$ cat src/rtl/rdiv32_if.sv
// Start/done handshake and operand/result bus for the rdiv32 iterative divider.
interface rdiv32_if #(
  parameter int unsigned WIDTH = 32
);
  logic             start;
  logic [WIDTH-1:0] op_dividend;
  logic [WIDTH-1:0] op_divisor;
  logic [WIDTH-1:0] quotient;
  logic [WIDTH-1:0] remainder;
  logic             busy;
  logic             done;
  logic             div_by_zero;

  modport master (
    output start, op_dividend, op_divisor,
    input  quotient, remainder, busy, done, div_by_zero
  );

  modport slave (
    input  start, op_dividend, op_divisor,
    output quotient, remainder, busy, done, div_by_zero
  );
endinterface

$ cat src/rtl/rdiv32.sv
// Iterative restoring divider: one quotient bit per clock behind a start/done handshake.
// Define RDIV_SIGNED_EN for two's-complement operands (latency unchanged).
module rdiv32 #(
  parameter int unsigned WIDTH = 32
) (
  input logic     clk,
  input logic     reset,
  rdiv32_if.slave bus
);
  localparam int unsigned CW = $clog2(WIDTH);
  localparam logic [CW-1:0] LAST = CW'(WIDTH - 1);

  typedef enum logic [1:0] {IDLE, EXEC, DONE} state_t;

  state_t           state;
  logic [CW-1:0]    cnt;
  logic [WIDTH:0]   rem_sr;
  logic [WIDTH-1:0] quo_sr;
  logic [WIDTH-1:0] div_sr;
  logic [WIDTH-1:0] quotient_r;
  logic [WIDTH-1:0] remainder_r;
  logic             busy_r;
  logic             done_r;
  logic             dbz_r;

  logic             accept;
  logic [WIDTH:0]   r_shift;
  logic [WIDTH:0]   r_trial;
  logic [WIDTH:0]   r_next;
  logic [WIDTH-1:0] q_next;
  logic [WIDTH-1:0] a_mag;
  logic [WIDTH-1:0] b_mag;
  logic [WIDTH-1:0] quo_fin;
  logic [WIDTH-1:0] rem_fin;
  logic             rem_msb_unused;

  assign accept = (state != EXEC) && bus.start;

  // One restoring step: a set sign bit in the trial difference means restore.
  always_comb begin
    r_shift = {rem_sr[WIDTH-1:0], quo_sr[WIDTH-1]};
    r_trial = r_shift - {1'b0, div_sr};
    r_next  = r_trial[WIDTH] ? r_shift : r_trial;
    q_next  = {quo_sr[WIDTH-2:0], ~r_trial[WIDTH]};
  end

  // Partial remainder never exceeds the divisor, so its top bit carries no information.
  assign rem_msb_unused = rem_sr[WIDTH];

`ifdef RDIV_SIGNED_EN
  logic neg_quo;
  logic neg_rem;

  always_comb begin
    a_mag   = bus.op_dividend[WIDTH-1] ? WIDTH'(-bus.op_dividend) : bus.op_dividend;
    b_mag   = bus.op_divisor[WIDTH-1]  ? WIDTH'(-bus.op_divisor)  : bus.op_divisor;
    quo_fin = neg_quo ? WIDTH'(-q_next) : q_next;
    rem_fin = neg_rem ? WIDTH'(-r_next[WIDTH-1:0]) : r_next[WIDTH-1:0];
  end

  always_ff @(posedge clk or posedge reset) begin
    if (reset) begin
      neg_quo <= 1'b0;
      neg_rem <= 1'b0;
    end else if (accept) begin
      neg_quo <= bus.op_dividend[WIDTH-1] ^ bus.op_divisor[WIDTH-1];
      neg_rem <= bus.op_dividend[WIDTH-1];
    end
  end
`else
  always_comb begin
    a_mag   = bus.op_dividend;
    b_mag   = bus.op_divisor;
    quo_fin = q_next;
    rem_fin = r_next[WIDTH-1:0];
  end
`endif

  // Control and datapath; results only update on the final step or a divide-by-zero.
  always_ff @(posedge clk or posedge reset) begin
    if (reset) begin
      state       <= IDLE;
      cnt         <= '0;
      rem_sr      <= '0;
      quo_sr      <= '0;
      div_sr      <= '0;
      quotient_r  <= '0;
      remainder_r <= '0;
      busy_r      <= 1'b0;
      done_r      <= 1'b0;
      dbz_r       <= 1'b0;
    end else begin
      case (state)
        IDLE, DONE: begin
          done_r <= 1'b0;
          busy_r <= 1'b0;
          state  <= IDLE;
          if (accept) begin
            if (bus.op_divisor == '0) begin
              state       <= DONE;
              quotient_r  <= '1;
              remainder_r <= bus.op_dividend;
              dbz_r       <= 1'b1;
              done_r      <= 1'b1;
            end else begin
              state  <= EXEC;
              busy_r <= 1'b1;
              rem_sr <= '0;
              quo_sr <= a_mag;
              div_sr <= b_mag;
              cnt    <= '0;
              dbz_r  <= 1'b0;
            end
          end
        end
        EXEC: begin
          rem_sr <= r_next;
          quo_sr <= q_next;
          cnt    <= cnt + CW'(1);
          if (cnt == LAST) begin
            state       <= DONE;
            busy_r      <= 1'b0;
            done_r      <= 1'b1;
            cnt         <= '0;
            quotient_r  <= quo_fin;
            remainder_r <= rem_fin;
          end
        end
        default: begin
          state  <= IDLE;
          busy_r <= 1'b0;
          done_r <= 1'b0;
        end
      endcase
    end
  end

  assign bus.quotient    = quotient_r;
  assign bus.remainder   = remainder_r;
  assign bus.busy        = busy_r;
  assign bus.done        = done_r;
  assign bus.div_by_zero = dbz_r;
endmodule

$ cat src/flat_wrapper.sv
// flat-port wrapper written by rule: the top's interface ports become plain ports
module rdiv32_flat 
#(
  parameter int unsigned WIDTH = 32
)
  (clk, reset, bus_start, bus_op_dividend, bus_op_divisor, bus_quotient, bus_remainder, bus_busy, bus_done, bus_div_by_zero);
  rdiv32_if #(.WIDTH(WIDTH)) bus_i ();
  input logic clk;
  input logic reset;
  input wire logic [$bits(bus_i.start)-1:0] bus_start;
  input wire logic [$bits(bus_i.op_dividend)-1:0] bus_op_dividend;
  input wire logic [$bits(bus_i.op_divisor)-1:0] bus_op_divisor;
  output wire logic [$bits(bus_i.quotient)-1:0] bus_quotient;
  output wire logic [$bits(bus_i.remainder)-1:0] bus_remainder;
  output wire logic [$bits(bus_i.busy)-1:0] bus_busy;
  output wire logic [$bits(bus_i.done)-1:0] bus_done;
  output wire logic [$bits(bus_i.div_by_zero)-1:0] bus_div_by_zero;
  assign bus_i.start = bus_start;
  assign bus_i.op_dividend = bus_op_dividend;
  assign bus_i.op_divisor = bus_op_divisor;
  assign bus_quotient = bus_i.quotient;
  assign bus_remainder = bus_i.remainder;
  assign bus_busy = bus_i.busy;
  assign bus_done = bus_i.done;
  assign bus_div_by_zero = bus_i.div_by_zero;
  rdiv32 #(.WIDTH(WIDTH)) u_core (.clk(clk), .reset(reset), .bus(bus_i));
endmodule
$ cat config.mk
export PLATFORM = sky130hd
export DESIGN_NAME = rdiv32_flat
export DESIGN_NICKNAME = d
export VERILOG_FILES = /design/src/rtl/rdiv32_if.sv /design/src/rtl/rdiv32.sv /design/src/flat_wrapper.sv
export SDC_FILE = /design/constraint.sdc
export NUM_CORES = 1
export LEC_CHECK = 0
export CELL_PAD_IN_SITES_DETAIL_PLACEMENT = 1
export CELL_PAD_IN_SITES_GLOBAL_PLACEMENT = 1
export CORE_MARGIN = 4
export CORE_UTILIZATION = 45
export DETAILED_ROUTE_END_ITERATION = 7
export PLACE_DENSITY = 0.95
export SETUP_SLACK_MARGIN = 0.15
export SKIP_CTS_REPAIR_TIMING = 1
export SYNTH_ARGS = -nofsm -noshare
export SYNTH_HDL_FRONTEND = slang
export SYNTH_SLANG_ARGS = --single-unit
$ cat constraint.sdc
create_clock -name clk -period 10.16 [get_ports clk]
set_input_delay 1.016 -clock clk [delete_from_list [all_inputs] [get_ports clk]]
set_output_delay 1.016 -clock clk [all_outputs]
set_load 0.01 [all_outputs]
==> metrics <==
critical path required time 10.50 ns; top-area cell type share of the netlist area between 40% and 50%; Final min period slightly below 5 ns; num ports roughly 130; Min Hold Slack roughly 0.5 ns; Critical Path Source Type input port; Post-synth EDFFs 0; DRT Pass-1 Iters 5; Inserted Clock Buffers 17; # clock sinks 169; Yosys top cell by area dfrtp_1; WL/cell between 20 and 25 µm; core area approximately 20000 µm²; Slew @ Worst Pin around 1.2 ns; GRT Total Usage between 20% and 30%; crit end category flip-flop; total grt overflow 0; CP Data Arrival Time roughly 5.2 ns; nets around 1200; # DRC 0; diodes inserted 0; mapped cell area 8996 µm²; Worst-path clk slew roughly 0.070 ns; Crit Path Max Fanout between 70 and 80; vias in the first global route between 8000 and 9000; Die ar. 22320 µm²; initial antenna violation count 0; setup TNS 0 ns; fraction of layout cells with a size suffix above 1 under 10%; pwr dens between 400 and 500 nW/µm²; Die H 149.4 µm; input/output buffers roughly 130; pin count of the biggest net entering global routing approximately 100; Distinct cells, synth 56; TritonCTS clock tree done; P&R area growth vs syn 22.74%; Overall Power 4670 µW; clk_lat worst skew 0.44 ns; root buffer cell clkbuf_16; synthesis-stage register bit count 169; worst rel slew slack between 20% and 30%; global-route wire length before repair 49130 µm; synth top area cells dfrtp_1 (47%), nand2_1 (6.6%), o21ai_0 (5.5%); Starting Density a little under half; Final Util between 50 and 60%; Ys Warns 0; synthesized instance count between 1000 and 1500; clock skew between 0.01 and 0.015 ns; GP Congestion a little over 0.9; final period utilization ~48%; CTS Buffer Depth 2; Seq/Total Area, Yosys between 40% and 50%; H-tree Lvls 4; syn nets 1129; Die Wd 149.4 µm; antenna viol nets, final 0; worst setup path category input port to flip-flop; total routed wirelength roughly 31000 µm; fmax 204.9 MHz; Mapped Avg Cell Area around 9 µm²; Vias 8452; Iter 0 DRT Violations around 760; LEAKAGE roughly 0.0047 µW; internal reg-to-reg setup slack about 5.9 ns; worst min-delay path class flip-flop to flip-flop; Max IR drop VDD between 0.0002 and 0.00025 V; Hold Vio Cnt, Final 0; async set or reset register ratio after synthesis between 90% and 100%; run status finished clean; via-per-instance ratio between 6 and 7; worst slack at placement between 4 and 5 ns; hpwl dp 20320 µm; Final Slew Violations 0; RSZ-0062 raised after global routing no; Most used DFF post-synth dfrtp_1; most frequent cells in the layout dfrtp_1 (169), nand2_1 (159), clkdlybuf4s50_1 (133), o21ai_0 (99); Cell Rows 51; Max-cap violations 0; PnR worst setup slack 5.280 ns; most common cell after layout, fill and taps aside dfrtp_1; Final setup viols 0
==> synth_stat cells, types with 7 or more instances <==
cell	number
dfrtp_1	169
nand2_1	159
o21ai_0	99
nor2_1	94
a21oi_1	93
clkbuf_1	53
a31oi_1	42
inv_1	40
ha_1	34
mux2i_1	28
nand3_1	25
and3_1	24
xnor2_1	16
a21o_1	14
o21a_1	11
xor2_1	11
a211oi_1	10
nor4_1	9
buf_2	8
nand4_1	8
nor3_1	8
o22ai_1	7
==> worst max-delay path, stage by stage <==
cell and delay (ns):
clkdlybuf4s50_1 0.42, nor4_1 0.42, nand4_1 0.17, nor3_1 0.60, nand2b_1 0.40, and2_1 0.59, inv_2 0.43, buf_4 0.67
and3_1 0.26, a21oi_1 0.05, o21ai_0 0.15
==> per-layer routing <==
metal  part of all wire [%]  vias up  global-route usage [%]
met2                     48      323                   45.41
met3                    6.1       70                   4.467
met5                      0        -                       0
met1                     43     4281                   38.03
li1                       -     3778                       -
met4                    2.8        0                   9.428
==> logic make-up after synthesis <==
family / count (synthesis) / share of synthesized area [%]
xor+xnor: 27 / 2.629
flops: 169 / 47.01
simple gates: 350 / 16.98
fa+ha+maj: 35 / 4.951
compound gates: 309 / 20.07
mux: 32 / 3.616
buf+inv: 105 / 4.743
==> state kept, by name, indices dropped and copies added (netlist names) <==
name                    cells
u_core.bus.busy             1
u_core.bus.div_by_zero      1
u_core.bus.done             1
u_core.bus.quotient        32
u_core.bus.remainder       32
u_core.cnt                  5
u_core.div_sr              32
u_core.quo_sr              32
u_core.rem_sr              32
u_core.state                1
==> area by class of cell <==
cell class                 instances  area, µm²
multi-input combinational        753       4355
sequential                       169       4229
clock buffer                      17      425.4
clock inverter                    15      165.2
tap                              265      331.6
timing repair buffer             139       1376
inverter                          41      158.9
fill                            2259       8548
==> per-stage QoR <==
stage / cell area, µm² / cells
after floorplan: 8996 / 1027
after global placement: 10450 / 1367
after detailed placement: 10450 / 1367
after CTS: 11040 / 1399
after global routing: 11040 / 1399
final: 11040 / 1399
==> report_power, final <==
group          internal, µW  switching, µW  leakage [µW]
registers               979            225       0.00182
logic                  1090           1710       0.00257
clock network           367            304      0.000283
total                  2430           2240       0.00468
==> worst paths after layout <==
| check | startpoint | endpoint | cells past startpoint |
|---|---|---|---|
| worst max register to register | u_core.quo_sr[31] | u_core.bus.remainder[2] | 13 |
| max in group asynchronous | reset | u_core.bus.quotient[20] | 3 |
| worst min register to register | u_core.bus.div_by_zero | u_core.bus.div_by_zero | 2 |
| min in group asynchronous | reset | u_core.bus.remainder[4] | 2 |
| worst max-delay path | bus_op_divisor[25] | u_core.bus.remainder[16] | 11 |
| worst min-delay path | u_core.bus.div_by_zero | u_core.bus.div_by_zero | 2 |
Power figures use the tool's default switching activity.
